===== config.mk =====
export PLATFORM = sky130hd
export DESIGN_NAME = blink_rate_monitor_flat
export DESIGN_NICKNAME = d
export VERILOG_FILES = /design/src/rtl/blink_rate_monitor_if.sv /design/src/rtl/blink_rate_monitor.sv /design/src/flat_wrapper.sv
export SDC_FILE = /design/constraint.sdc
export NUM_CORES = 1
export LEC_CHECK = 0
export BUFFER_PORTS_ARGS = -buffer_cell sky130_fd_sc_hd__buf_2
export CAP_MARGIN = 20
export CORE_UTILIZATION = 32
export DETAILED_ROUTE_END_ITERATION = 7
export GPL_ROUTABILITY_DRIVEN = 0
export GPL_TIMING_DRIVEN = 0
export MAX_ROUTING_LAYER = met4
export PLACE_DENSITY = 0.52
export SKIP_LAST_GASP = 1
export SLEW_MARGIN = 10
export SYNTH_ARGS = -nofsm -noshare
export SYNTH_HDL_FRONTEND = slang
export SYNTH_SLANG_ARGS = --single-unit

===== constraint.sdc =====
create_clock -name clk -period 4.4 [get_ports clk]
set_input_delay 0.66 -clock clk [delete_from_list [all_inputs] [get_ports clk]]
set_output_delay 0.66 -clock clk [all_outputs]
set_load 0.02 [all_outputs]

===== src/rtl/blink_rate_monitor_if.sv =====
// Bundle between a toggling heartbeat source and the blink-rate monitor.
// The source drives sig_in; the monitor reports measurement and status back.
interface blink_rate_monitor_if #(
  parameter int CNT_W = 26
);
  logic             sig_in;
  logic [CNT_W-1:0] half_period;
  logic             meas_valid;
  logic             in_tol;
  logic             locked;
  logic             stuck;

  modport master (
    output sig_in,
    input  half_period, meas_valid, in_tol, locked, stuck
  );

  modport slave (
    input  sig_in,
    output half_period, meas_valid, in_tol, locked, stuck
  );
endinterface


===== src/rtl/blink_rate_monitor.sv =====
// Measures half-periods of an asynchronous toggling input, checks each one against
// EXP_HALF +/- TOL, and reports lock (LOCK_N good in a row) and stuck (no edge) status.
module blink_rate_monitor #(
  parameter int EXP_HALF = 25_000_000,
  parameter int TOL      = 250_000,
  parameter int LOCK_N   = 4,
  parameter int TIMEOUT  = 50_000_000,
  parameter int CNT_W    = 26
) (
  input  logic               clk,
  input  logic               rst_n,
  blink_rate_monitor_if.slave mon
);

  localparam logic [CNT_W-1:0] LO  = CNT_W'(EXP_HALF - TOL);
  localparam logic [CNT_W-1:0] HI  = CNT_W'(EXP_HALF + TOL);
  localparam logic [CNT_W-1:0] TMO = CNT_W'(TIMEOUT);
  localparam int               GW  = $clog2(LOCK_N + 1);
  localparam logic [GW-1:0]    GMAX = GW'(LOCK_N);

  typedef enum logic [1:0] {WAIT, ACQ, LOCK} state_t;

  state_t           state_q, state_d;
  logic             s1, s2, s3;
  logic             sig_edge;
  logic [CNT_W-1:0] cnt;
  logic             cnt_ok;
  logic [GW-1:0]    good_q, good_d, good_inc;
  logic [CNT_W-1:0] hp_q, hp_d;
  logic             mv_q, mv_d;
  logic             tol_q, tol_d;
  logic             lk_q, lk_d;
  logic             stk_q, stk_d;

  // Two-flop synchroniser plus one delay stage; either polarity is an edge.
  always_ff @(posedge clk or negedge rst_n) begin
    if (!rst_n) begin
      s1 <= 1'b0;
      s2 <= 1'b0;
      s3 <= 1'b0;
    end else begin
      s1 <= mon.sig_in;
      s2 <= s1;
      s3 <= s2;
    end
  end

  assign sig_edge = s2 ^ s3;

  // Interval counter: reads N on the edge cycle N cycles after the previous edge.
  always_ff @(posedge clk or negedge rst_n) begin
    if (!rst_n)          cnt <= '0;
    else if (sig_edge)   cnt <= CNT_W'(1);
    else if (cnt != TMO) cnt <= cnt + 1'b1;
  end

  assign cnt_ok   = (cnt >= LO) && (cnt <= HI);
  assign good_inc = (good_q == GMAX) ? GMAX : good_q + 1'b1;

  always_ff @(posedge clk or negedge rst_n) begin
    if (!rst_n) begin
      state_q <= WAIT;
      good_q  <= '0;
      hp_q    <= '0;
      mv_q    <= 1'b0;
      tol_q   <= 1'b0;
      lk_q    <= 1'b0;
      stk_q   <= 1'b0;
    end else begin
      state_q <= state_d;
      good_q  <= good_d;
      hp_q    <= hp_d;
      mv_q    <= mv_d;
      tol_q   <= tol_d;
      lk_q    <= lk_d;
      stk_q   <= stk_d;
    end
  end

  always_comb begin
    state_d = state_q;
    good_d  = good_q;
    hp_d    = hp_q;
    mv_d    = 1'b0;
    tol_d   = tol_q;
    lk_d    = lk_q;
    stk_d   = stk_q;
    case (state_q)
      WAIT: begin
        // First edge only establishes a reference; the partial interval is dropped.
        if (sig_edge) begin
          state_d = ACQ;
          stk_d   = 1'b0;
        end
      end
      ACQ, LOCK: begin
        if (sig_edge) begin
          // An edge landing on the timeout cycle still measures (and fails tolerance).
          hp_d  = cnt;
          mv_d  = 1'b1;
          tol_d = cnt_ok;
          if (cnt_ok) begin
            good_d = good_inc;
            if (good_inc == GMAX) begin
              state_d = LOCK;
              lk_d    = 1'b1;
            end
          end else begin
            good_d  = '0;
            state_d = ACQ;
            lk_d    = 1'b0;
          end
        end else if (cnt == TMO) begin
          stk_d   = 1'b1;
          lk_d    = 1'b0;
          good_d  = '0;
          state_d = WAIT;
        end
      end
      default: state_d = WAIT;
    endcase
  end

  assign mon.half_period = hp_q;
  assign mon.meas_valid  = mv_q;
  assign mon.in_tol      = tol_q;
  assign mon.locked      = lk_q;
  assign mon.stuck       = stk_q;

endmodule

===== src/flat_wrapper.sv =====
// flat-port wrapper written by rule: the top's interface ports become plain ports
module blink_rate_monitor_flat 
#(
  parameter int EXP_HALF = 25_000_000,
  parameter int TOL      = 250_000,
  parameter int LOCK_N   = 4,
  parameter int TIMEOUT  = 50_000_000,
  parameter int CNT_W    = 26
)
  (clk, rst_n, mon_sig_in, mon_half_period, mon_meas_valid, mon_in_tol, mon_locked, mon_stuck);
  blink_rate_monitor_if #(.CNT_W(CNT_W)) mon_i ();
  input  logic clk;
  input  logic rst_n;
  input wire logic [$bits(mon_i.sig_in)-1:0] mon_sig_in;
  output wire logic [$bits(mon_i.half_period)-1:0] mon_half_period;
  output wire logic [$bits(mon_i.meas_valid)-1:0] mon_meas_valid;
  output wire logic [$bits(mon_i.in_tol)-1:0] mon_in_tol;
  output wire logic [$bits(mon_i.locked)-1:0] mon_locked;
  output wire logic [$bits(mon_i.stuck)-1:0] mon_stuck;
  assign mon_i.sig_in = mon_sig_in;
  assign mon_half_period = mon_i.half_period;
  assign mon_meas_valid = mon_i.meas_valid;
  assign mon_in_tol = mon_i.in_tol;
  assign mon_locked = mon_i.locked;
  assign mon_stuck = mon_i.stuck;
  blink_rate_monitor #(.EXP_HALF(EXP_HALF), .TOL(TOL), .LOCK_N(LOCK_N), .TIMEOUT(TIMEOUT), .CNT_W(CNT_W)) u_core (.clk(clk), .rst_n(rst_n), .mon(mon_i));
endmodule

# Word-level counts from Yosys, hierarchy flattened

Cells that the tools add are included.
Widths: inputs -> output; s select.

Logic and storage cells: 61
Input bits: 3
Register bits: 64
Output and inout bits: 30

Reductions and logical operators: 11
Add/subtract/negate cells: 2
Muxes and demuxes: 22
Bitwise gates (word level): 1
Order comparisons: 2
Eq/ne operators: 12

Operators with widths:

| cell                  | number |
|---|---|
| $mux 26               | 2 |
| $add 26x1->26 const B | 1 |
| $eq 26x26->1 const B  | 1 |
| $ge 26x25->1 const B  | 1 |
| $le 26x25->1 const B  | 1 |
| $ne 26x26->1 const B  | 1 |
| $mux 3                | 4 |
| $mux 2                | 5 |
| $mux 1                | 9 |
| $eq 3x3->1 const B    | 2 |
| $reduce_and 3->1      | 2 |
| $reduce_bool 2->1     | 3 |
| $ne 2x1->1 const B    | 2 |
| $ne 4x4->1 const B    | 1 |
| $pmux 2 s2            | 1 |
| $reduce_and 2->1      | 2 |
| $reduce_and 4->1      | 1 |
| $add 3x1->3 const B   | 1 |
| $ne 3x1->1 const B    | 1 |
| $ne 3x3->1 const B    | 1 |
| $eq 2x1->1 const B    | 1 |
| $eq 2x2->1 const B    | 1 |
| $logic_not 2->1       | 1 |
| $ne 2x2->1 const B    | 1 |
| other kinds (4)       | 4 |

# Logic depth before layout (Yosys ltp)

Gate-level depths: netlist of the first run.

Word-level depth: 7
Mapped depth: 8
Gate-level depth less buffers: 8

# Worst setup path after synthesis of the first run

No wires, ideal clock.

Kind: register -> register
From: register u_core.cnt[0]
To: register u_core.state_q[0]
Data required time: 4.279 ns
Setup time: 0.121 ns
Cell stages (with the launch flop): 9
Period minus slack after synthesis: 2.022 ns
Path slack: 2.378 ns
Buffers on the path: 0
Arrival: 1.901 ns
Cell sequence: dfrtp_1 > inv_1 > ha_1 > nor4b_1 > nand4_1 > nor4_4 > a2bb2oi_1 > o31ai_2 > a22o_1

Longest elaborated chain between the ends: 5
Elaborated cells on any way between the ends: 10
Those cells by class: 2 x order compare; 3 x eq/ne; 3 x mux; 2 x reduce/logical

Ends and longest elaborated chain:

| element                                      | line                      | RTL |
|---|---|---|
| start: declaration                           | blink_rate_monitor.sv:26  | `logic [CNT_W-1:0] cnt;` |
| start signal: assignment                     | blink_rate_monitor.sv:54  | `else if (cnt != TMO) cnt <= cnt + 1'b1;` |
| $ge 26x25->1 or $le 26x25->1 (tied branches) | blink_rate_monitor.sv:57  | `assign cnt_ok = (cnt >= LO) && (cnt <= HI);` |
| $logic_and 1x1->1                            | blink_rate_monitor.sv:57  |  |
| $mux 2                                       | blink_rate_monitor.sv:102 | `if (cnt_ok) begin` |
| $mux 2                                       | blink_rate_monitor.sv:97  | `if (sig_edge) begin` |
| $pmux 2 s2                                   | blink_rate_monitor.sv:88  | `case (state_q)` |
| end signal: assignment                       | blink_rate_monitor.sv:70  | `state_q <= state_d;` |
| end: declaration                             | blink_rate_monitor.sv:23  | `state_t state_q, state_d;` |

Parallel ways exist; a longest one is shown, timed or not.
A chain may end at the register's enable or synchronous reset.

# Worst setup path after layout of the first run

From: register u_core.cnt[0]
To: register u_core.state_q[1]

The elaborated chain is that of the path after synthesis.

==> run summary, run 1 <==
syn nets: 300
largest cells by area after synthesis: dfrtp_1, mux2_2, nor2_1, xor2_1, xnor2_1
FF+latch count, synth: 64
vias in the first global route: 2,234
PwrDens: 350.2 nW/um^2
post-synth top area share: 51.20%
peak supply drop: 0.1640 mV
Netlist cell types: 49
FILL cells: 950
CTS tree: built
outcome: completed
MaxCap Viol Count: 0
Register-to-Register Path Depth: 8
clk root buf: clkbuf_8
total wire length: 6571 um
total grt overflow: 0
Worst Hold Class: in2async
Initial Utilization: 33.38%
# diodes: 0
Final nets: 344
I/O pin cnt: 33
die height: 100.9 um
antenna violations before repair: 0
CORE AREA: 9371 um^2
Total GRT Usage: 14.86%
RSZ-0062 raised after global routing: false
Rel. slew slack: 44.43%
CP startpoint kind: flop
largest net degree at the start of global routing: 64
DR pass1 iterations: 4
final hold violation count: 0
r2r setup slk: 1.96 ns
R2R Path Start: u_core.cnt[0]
mapped cell area: 3128 um^2
Arrival @ worst endpoint: 2.67 ns
clk_lat worst skew: 0.33 ns
crit path to: u_core.state_q[1]
wire per inst: 14.07 um
CTS Buf Count: 9
Synth area leader: dfrtp_1
H-tree levels: 3
Cell Count, Final, Fillers Out: 467
CTS max path bufs: 2
yosys warns: 0
# Post-CTS Setup Buffers: 0
Syn Inst Count: 291
ys flop type: dfrtp_1
clock skew: 0.006772 ns
Worst-Margin Slew: 0.8307 ns
Post-synth EDFFs: 0
die width: 100.9 um
CP endpoint kind: flop
PortBufs: 32
count leader, synth: dfrtp_1
Syn Area/Cell: 10.75 um^2
Tmin final: 2.443 ns
worst r2r dst: u_core.state_q[1]
DR vias/cell: 4.859
Iteration-0 DRC Markers: 114
Resized cells post-CTS: 0
leak pwr: 0.001741 uW
Register Area: 1602 um^2
post-synthesis async set-or-reset flop share: 100.0%
Row Count: 35
# hold bufs at CTS: 0
post-synthesis sequential area ratio: 51.20%
footprint of the multi-input gates: 1429 um^2
CP max FO: 6
fmax: 0.4094 GHz
Placed Instances: 453
Pins Over Slew Limit: 0
synth cell count leaders: dfrtp_1, nor2_1, mux2_2
WP data required: 4.62 ns
Worst Hold Slack: 0.1125 ns
TNS Setup: 0 ns
register clock-pin slew on the reported worst setup and hold paths: 0.06 ns
first-pass GRT wire length: 11,100 um
die area: 10,170 um^2
Pwr Total: 1272 uW
Critical Path Start: u_core.cnt[0]
DP Wirelength: 4714 um
post-route clock period utilization: 55.51%
CTS Sinks: 64
layout cell share with drive strength beyond 1: 24.26%
synth-to-layout area growth: 16.16%
WS Path Type: reg2reg
routed via count: 2,269
final setup violation count: 0
Routed Antenna Nets: 0
drt drc: 0
[cells in the final DEF (no fill, tap or decap), types with 2 or more instances in the layout]
cell / netlist / routed
nand2_1: 20 / 20
and4_1: 2 / 2
a21oi_1: 10 / 10
nor4b_1: 5 / 5
and3_1: 6 / 6
o21ai_0: 10 / 10
nand4_1: 7 / 7
nand3_1: 10 / 10
a21o_1: 2 / 2
nor3_1: 9 / 9
inv_1: 9 / 9
clkbuf_8: 0 / 10
xor2_1: 14 / 14
or3_1: 5 / 5
a22o_1: 2 / 2
buf_2: 5 / 36
buf_1: 2 / 2
xnor2_1: 10 / 10
dfrtp_1: 64 / 64
nor4_4: 2 / 2
a211o_1: 2 / 2
nor2_1: 34 / 34
mux2_2: 23 / 23
clkbuf_1: 7 / 10
ha_1: 6 / 6
[sequential cells by signal (all words and copies together), names as in the netlist, 2 cells and up]
register and flops:
u_core.good_q 3, u_core.mon.half_period 26, u_core.cnt 26, u_core.state_q 2
[routing by layer]
| layer | up-vias | global-route usage [%] | part of all wire [%] |
|---|---|---|---|
| met5 | - | - | 0 |
| met4 | 0 | 5.128 | 1.2 |
| met3 | 7 | 4.438 | 4.1 |
| met2 | 54 | 22.29 | 45 |
| met1 | 1095 | 19.10 | 50 |
| li1 | 1113 | - | - |
[report_power, final]
part / internal, uW / leakage, uW / switching, uW / total [uW]
clock network: 213 / 0.0000794 / 199 / 412
registers: 617 / 0.000875 / 20.0 / 637
logic: 78.9 / 0.000786 / 144 / 223
total: 909 / 0.00174 / 363 / 1270
[kinds of logic after synthesis]
family	Yosys count	share of synthesized area (%)
compound gates	37	7.881
flops	64	51.20
simple gates	112	20.08
buf+inv	24	3.120
mux	24	8.600
fa+ha+maj	6	2.400
xor+xnor	24	6.720
[cell type report]
| class | instances | area share, % |
|---|---|---|
| Sequential cell | 64 | 44.08 |
| Inverter | 9 | 0.9298 |
| Multi-Input combinational cell | 203 | 39.33 |
| Timing Repair Buffer | 33 | 5.234 |
| Clock buffer | 13 | 4.098 |
| Clock inverter | 1 | 0.1377 |
| Buffer | 15 | 1.756 |
| Tap cell | 129 | 4.442 |
[worst min path at each step]
stage	cells past startpoint	to	slack [ns]
floorplan	0	u_core.s2	0.33
global placement	0	u_core.s2	0.33
detailed placement	0	u_core.s2	0.35
CTS	1	u_core.good_q[2]	0.09
global route	1	u_core.good_q[2]	0.09
finish	1	u_core.good_q[2]	0.11
[metrics by stage]
step / worst slack, ns / cell area, um^2 / util (%)
2_1_floorplan: 2.378 / 3128 / -
3_3_place_gp: 1.963 / 3450 / 36.81
3_5_place_dp: 1.978 / 3480 / 37.13
4_1_cts: 1.944 / 3633 / 38.77
5_1_grt: 1.716 / 3633 / 38.77
6_report: 1.957 / 3633 / 38.77
[critical path: stages, from the launching register on]
cell and delay, ns:
dfrtp_1 0.43, inv_1 0.13, ha_1 0.17, nor4b_1 0.37, nand4_1 0.21, nor4_4 0.40, a2bb2oi_1 0.28, o31ai_2 0.11
a22o_1 0.24
(Power assumes the default switching activity.)
==> run 2, diff against run 1 <==
--- a/config.mk
+++ b/config.mk
@@ -12,7 +12,7 @@
 export GPL_ROUTABILITY_DRIVEN = 0
 export GPL_TIMING_DRIVEN = 0
 export MAX_ROUTING_LAYER = met4
-export PLACE_DENSITY = 0.52
+export PLACE_DENSITY = 0.53
 export SKIP_LAST_GASP = 1
 export SLEW_MARGIN = 10
 export SYNTH_ARGS = -nofsm -noshare
==> constraint.sdc (replaced) <==
create_clock -name clk -period 2 [get_ports clk]
set_input_delay 0.3 -clock clk [delete_from_list [all_inputs] [get_ports clk]]
set_output_delay 0.3 -clock clk [all_outputs]
set_load 0.02 [all_outputs]
==> run 2 against run 1 <==
  * Critical path type unchanged
  * Sequential power is 120% higher
  * Worst hold slack worse by 0.055 ns
  * Final cell count is 4.5% higher
  * Clock power grew to 2.8 times the previous value
  * The flow now finishes with violations (negative setup slack)
  * Critical path depth is 2 lower
  * Worst setup slack worse by 2.0 ns
==> run summary, run 2 (synthesis results as in run 1) <==
outcome: finished with violations
Total GRT Usage: 15.51%
failing checks: negative setup slack
fmax: 0.4888 GHz
MaxCap Viol Count: 0
Routed Antenna Nets: 0
first-pass GRT wire length: 11,700 um
DR vias/cell: 4.893
footprint of the multi-input gates: 1628 um^2
CTS Buf Count: 9
CP max FO: 6
leak pwr: 0.001915 uW
CTS Sinks: 64
R2R Path Start: u_core.cnt[19]
Register-to-Register Path Depth: 6
WS Path Type: reg2reg
Final nets: 364
PortBufs: 32
clk root buf: clkbuf_8
CP max-delay cell: or4_4
WP data required: 2.23 ns
CTS max path bufs: 2
total grt overflow: 0
layout cell share with drive strength beyond 1: 41.78%
register clock-pin slew on the reported worst setup and hold paths: 0.07 ns
vias in the first global route: 2,386
RSZ-0062 raised after global routing: true
final hold violation count: 0
CP startpoint kind: flop
Initial Utilization: 33.38%
hold path cells: 1
total wire length: 7053 um
most frequent cells in the layout: dfrtp_1, buf_2, nor2_1
r2r setup slk: -0.05 ns
clk_lat worst skew: 0.34 ns
routed via count: 2,388
TNS Setup: -0.05214 ns
clock skew: 0.006962 ns
FILL cells: 934
WHS Endpoint: u_core.s1
PwrDens: 780.5 nW/um^2
worst r2r dst: u_core.state_q[0]
post-route clock period utilization: 102.3%
Max stage delay on crit path: 0.54 ns
die area: 10,170 um^2
die height: 100.9 um
Arrival @ worst endpoint: 2.28 ns
CTS tree: built
most common library cell in the layout ignoring fill and taps: dfrtp_1
Pins Over Slew Limit: 0
antenna violations before repair: 0
I/O pin cnt: 33
DP Wirelength: 4699 um
worst path cell trace: or4_4 > nor3_4 > and3_4 > a21oi_4 > a211o_1 > a22o_1
CORE AREA: 9371 um^2
wire per inst: 14.45 um
worst hold start: mon_sig_in
peak supply drop: 0.3133 mV
Worst Hold Class: in2reg
H-tree levels: 3
Tmin final: 2.046 ns
Setup WS post-layout: -0.04603 ns
drt drc: 0
final setup violation count: 2
Core Util, Final: 43.62%
Iteration-0 DRC Markers: 85
DR pass1 iterations: 4
Worst-Margin Slew: 0.6957 ns
CP endpoint kind: flop
Row Count: 35
Rel. slew slack: 53.29%
synth-to-layout area growth: 30.68%
largest net degree at the start of global routing: 36
Register Area: 1617 um^2
DP Worst Slack: -0.4005 ns
die width: 100.9 um
# diodes: 0
run 2: repair_timing:
item / in CTS / in global routing
setup buffers: 8 / 16
hold buffers: 1 / 0
pin swaps: 8 / 23
setup endpoints to repair: 37 / 15
resized for setup: 25 / 42
endpoints found under the hold margin: 29 / 0
run 2: through the flow:
step | power, uW | hold WS [ns] | cell area (um^2) | instances
6_report | 3190 | 0.05782 | 4088 | 488
5_1_grt | 3363 | 0.04984 | 4088 | 488
3_3_place_gp | 1916 | 0.3329 | 3456 | 452
2_1_floorplan | 1760 | 0.004409 | 3134 | 291
3_5_place_dp | 1929 | 0.2590 | 3478 | 453
4_1_cts | 3134 | 0.04378 | 3841 | 474
run 2: where the power goes:
group	internal [uW]	switching [uW]	leakage (uW)
combinational	270	379	0.000950
sequential	1360	38.8	0.000857
clock	666	477	0.000108
run 2: worst max path at each step:
| stage | start | slack (ns) | cells after the start | endpoint |
|---|---|---|---|---|
| 2_1_floorplan | u_core.cnt[0] | 0.02 | 8 | u_core.state_q[0] |
| 3_3_place_gp | u_core.cnt[0] | -0.40 | 8 | u_core.mon.locked |
| 5_1_grt | u_core.cnt[0] | -0.14 | 8 | u_core.good_q[2] |
| 3_5_place_dp | u_core.cnt[0] | -0.40 | 8 | u_core.mon.locked |
| 4_1_cts | u_core.cnt[19] | -0.12 | 6 | u_core.state_q[0] |
| 6_report | u_core.cnt[19] | -0.05 | 6 | u_core.state_q[0] |
run 2: metal layers:
metal  vias to the layer above  track usage, %  wire length (um)
li1                       1151               -                 -
met1                      1181           20.13              3406
met2                        43           23.08              3243
met3                        13           2.982               245
met4                         0           8.027               158
met5                         -               -                 0
run 2: critical path: cells and delay by family, from the launching register on:
kind / cells / cell delay (ns)
compound gates: 3 / 0.53
flops: 1 / 0.45
simple gates: 3 / 0.96
run 2: final cells by class:
type | count | area share, %
buffer | 11 | 1.806
clock buffer | 12 | 4.040
clock inverter | 3 | 0.9795
inverter | 9 | 0.8264
multi-input combinational | 203 | 39.82
sequential | 64 | 39.55
tap | 129 | 3.949
timing repair buffer | 57 | 9.030
==> run 3, diff against run 2 <==
--- a/config.mk
+++ b/config.mk
@@ -7,12 +7,12 @@
 export LEC_CHECK = 0
 export BUFFER_PORTS_ARGS = -buffer_cell sky130_fd_sc_hd__buf_2
 export CAP_MARGIN = 20
-export CORE_UTILIZATION = 32
+export CORE_UTILIZATION = 40
 export DETAILED_ROUTE_END_ITERATION = 7
 export GPL_ROUTABILITY_DRIVEN = 0
 export GPL_TIMING_DRIVEN = 0
 export MAX_ROUTING_LAYER = met4
-export PLACE_DENSITY = 0.53
+export PLACE_DENSITY = 0.63
 export SKIP_LAST_GASP = 1
 export SLEW_MARGIN = 10
 export SYNTH_ARGS = -nofsm -noshare
==> constraint.sdc (replaced) <==
create_clock -name clk -period 2 [get_ports clk]
set_input_delay 0.3 -clock clk [delete_from_list [all_inputs] [get_ports clk]]
set_output_delay 0.3 -clock clk [all_outputs]
set_load 0.1 [all_outputs]
==> run 3 against run 2 <==
  * The run now ends clean
  * Clock power is 11% higher
  * Count of clock-buffer cells in the layout is 3 higher
  * Sequential share of layout area is 0.50 points higher
  * Utilization is 11 points higher
  * Critical path depth is 2 higher
  * Register-to-register slack better by 0.08 ns
  * Final area is 1.1% lower
  * First-iteration DRC count is 78% higher
  * Largest cell class is now sequential cells
  * Largest power group unchanged
==> run summary, run 3 (synthesis results as in run 1) <==
outcome: completed
fmax: 0.5093 GHz
Rel. slew slack: 46.80%
DR vias/cell: 5.326
CTS Buf Count: 9
WS Path Type: reg2reg
total wire length: 6867 um
Register-to-Register Path Depth: 8
clk_lat worst skew: 0.34 ns
CP endpoint kind: flop
CP max FO: 3
wire per inst: 14.83 um
Final nets: 368
Core Util, Final: 54.57%
Initial Utilization: 42.22%
I/O pin cnt: 33
peak supply drop: 0.7904 mV
MaxCap Viol Count: 0
Row Count: 31
leak pwr: 0.001931 uW
register clock-pin slew on the reported worst setup and hold paths: 0.07 ns
drt drc: 0
# hold bufs at CTS: 0
Worst Hold Class: in2async
post-route clock period utilization: 98.17%
synth-to-layout area growth: 29.24%
final hold violation count: 0
# diodes: 0
H-tree levels: 3
FILL cells: 632
Worst-Margin Slew: 0.7980 ns
Iteration-0 DRC Markers: 151
footprint of the multi-input gates: 1570 um^2
PwrDens: 864.3 nW/um^2
Pins Over Slew Limit: 0
clock skew: 0.005425 ns
placed cell area: 3421 um^2
first-pass GRT wire length: 11,090 um
most common library cell in the layout ignoring fill and taps: dfrtp_1
layout cell share with drive strength beyond 1: 40.93%
antenna violations before repair: 0
most frequent cells in the layout: dfrtp_1, buf_2, nor2_1
Total GRT Usage: 17.75%
TNS Setup: 0 ns
DP Wirelength: 4344 um
die width: 90.43 um
worst path cell trace: inv_2 > ha_4 > nor4b_4 > nand4_1 > nor4_4 > a2bb2oi_2 > o31ai_2 > a22o_1
final setup violation count: 0
Tmin final: 1.963 ns
die height: 90.43 um
RSZ-0062 raised after global routing: true
vias in the first global route: 2,238
routed via count: 2,466
WP data required: 2.24 ns
clk root buf: clkbuf_8
Final Cell Area: 4043 um^2
largest net degree at the start of global routing: 65
total grt overflow: 0
Max stage delay on crit path: 0.41 ns
die area: 8178 um^2
Worst Hold Slack: 0.04384 ns
CTS max path bufs: 2
DP Worst Slack: -0.4043 ns
Arrival @ worst endpoint: 2.20 ns
PortBufs: 32
CP max-delay cell: dfrtp_2
Routed Antenna Nets: 0
Setup WS post-layout: 0.03661 ns
Register Area: 1619 um^2
DR pass1 iterations: 5
CORE AREA: 7408 um^2
CTS Sinks: 64
CP startpoint kind: flop
CTS tree: built
[run 3: power breakdown]
group / total [uW] / internal, uW / switching, uW
Combinational: 832 / 243 / 589
Sequential: 1400 / 1360 / 39.5
Clock: 1260 / 780 / 483
Total: 3490 / 2380 / 1110
[run 3: worst paths after layout]
kind	start	slack [ns]	to
max	u_core.cnt[0]	0.04	u_core.state_q[0]
min	rst_n	0.04	u_core.mon.half_period[23]
max reg2reg	u_core.cnt[0]	0.04	u_core.state_q[0]
min reg2reg	u_core.s1	0.35	u_core.s2
max in group asynchronous	rst_n	1.39	u_core.cnt[1]
min in group clk	mon_sig_in	0.06	u_core.s1
[run 3: layout make-up]
type / count / share of cell area [%]
repair buffers: 61 / 9.502
inverters: 9 / 0.8357
clock buffers: 15 / 5.107
well taps: 99 / 3.064
multi-input cells: 203 / 38.84
clock inverters: 1 / 0.7428
plain buffers: 11 / 1.857
flip-flops and latches: 64 / 40.05
[run 3: critical path, delay by kind of cell, from the launching register on]
family	cells	cell delay (ns)
AO/OA/AOI/OAI	3	0.50
AND/OR/NAND/NOR	3	0.72
buffers and inverters	1	0.09
adder cells (fa/ha/maj)	1	0.13
flip-flops	1	0.41
[run 3: stage by stage]
| step | total power, uW | instances |
|---|---|---|
| 6_report | 3494 | 463 |
| 4_1_cts | 3446 | 440 |
| 5_1_grt | 3636 | 463 |
| 3_5_place_dp | 2150 | 422 |
| 2_1_floorplan | 1985 | 291 |
| 3_3_place_gp | 2139 | 422 |
[run 3: repair_timing]
| item | CTS | global route |
|---|---|---|
| setup buffers | 6 | 23 |
| pin swaps | 13 | 18 |
| resized for setup | 29 | 27 |
| setup endpoints to repair | 35 | 18 |
[run 3: routing by layer]
layer	part of all wire [%]	vias up	track usage (%)
li1	-	1161	-
met1	48	1214	23.79
met5	0	-	-
met3	4.8	15	5.219
met4	2.0	0	5.242
met2	46	76	26.08
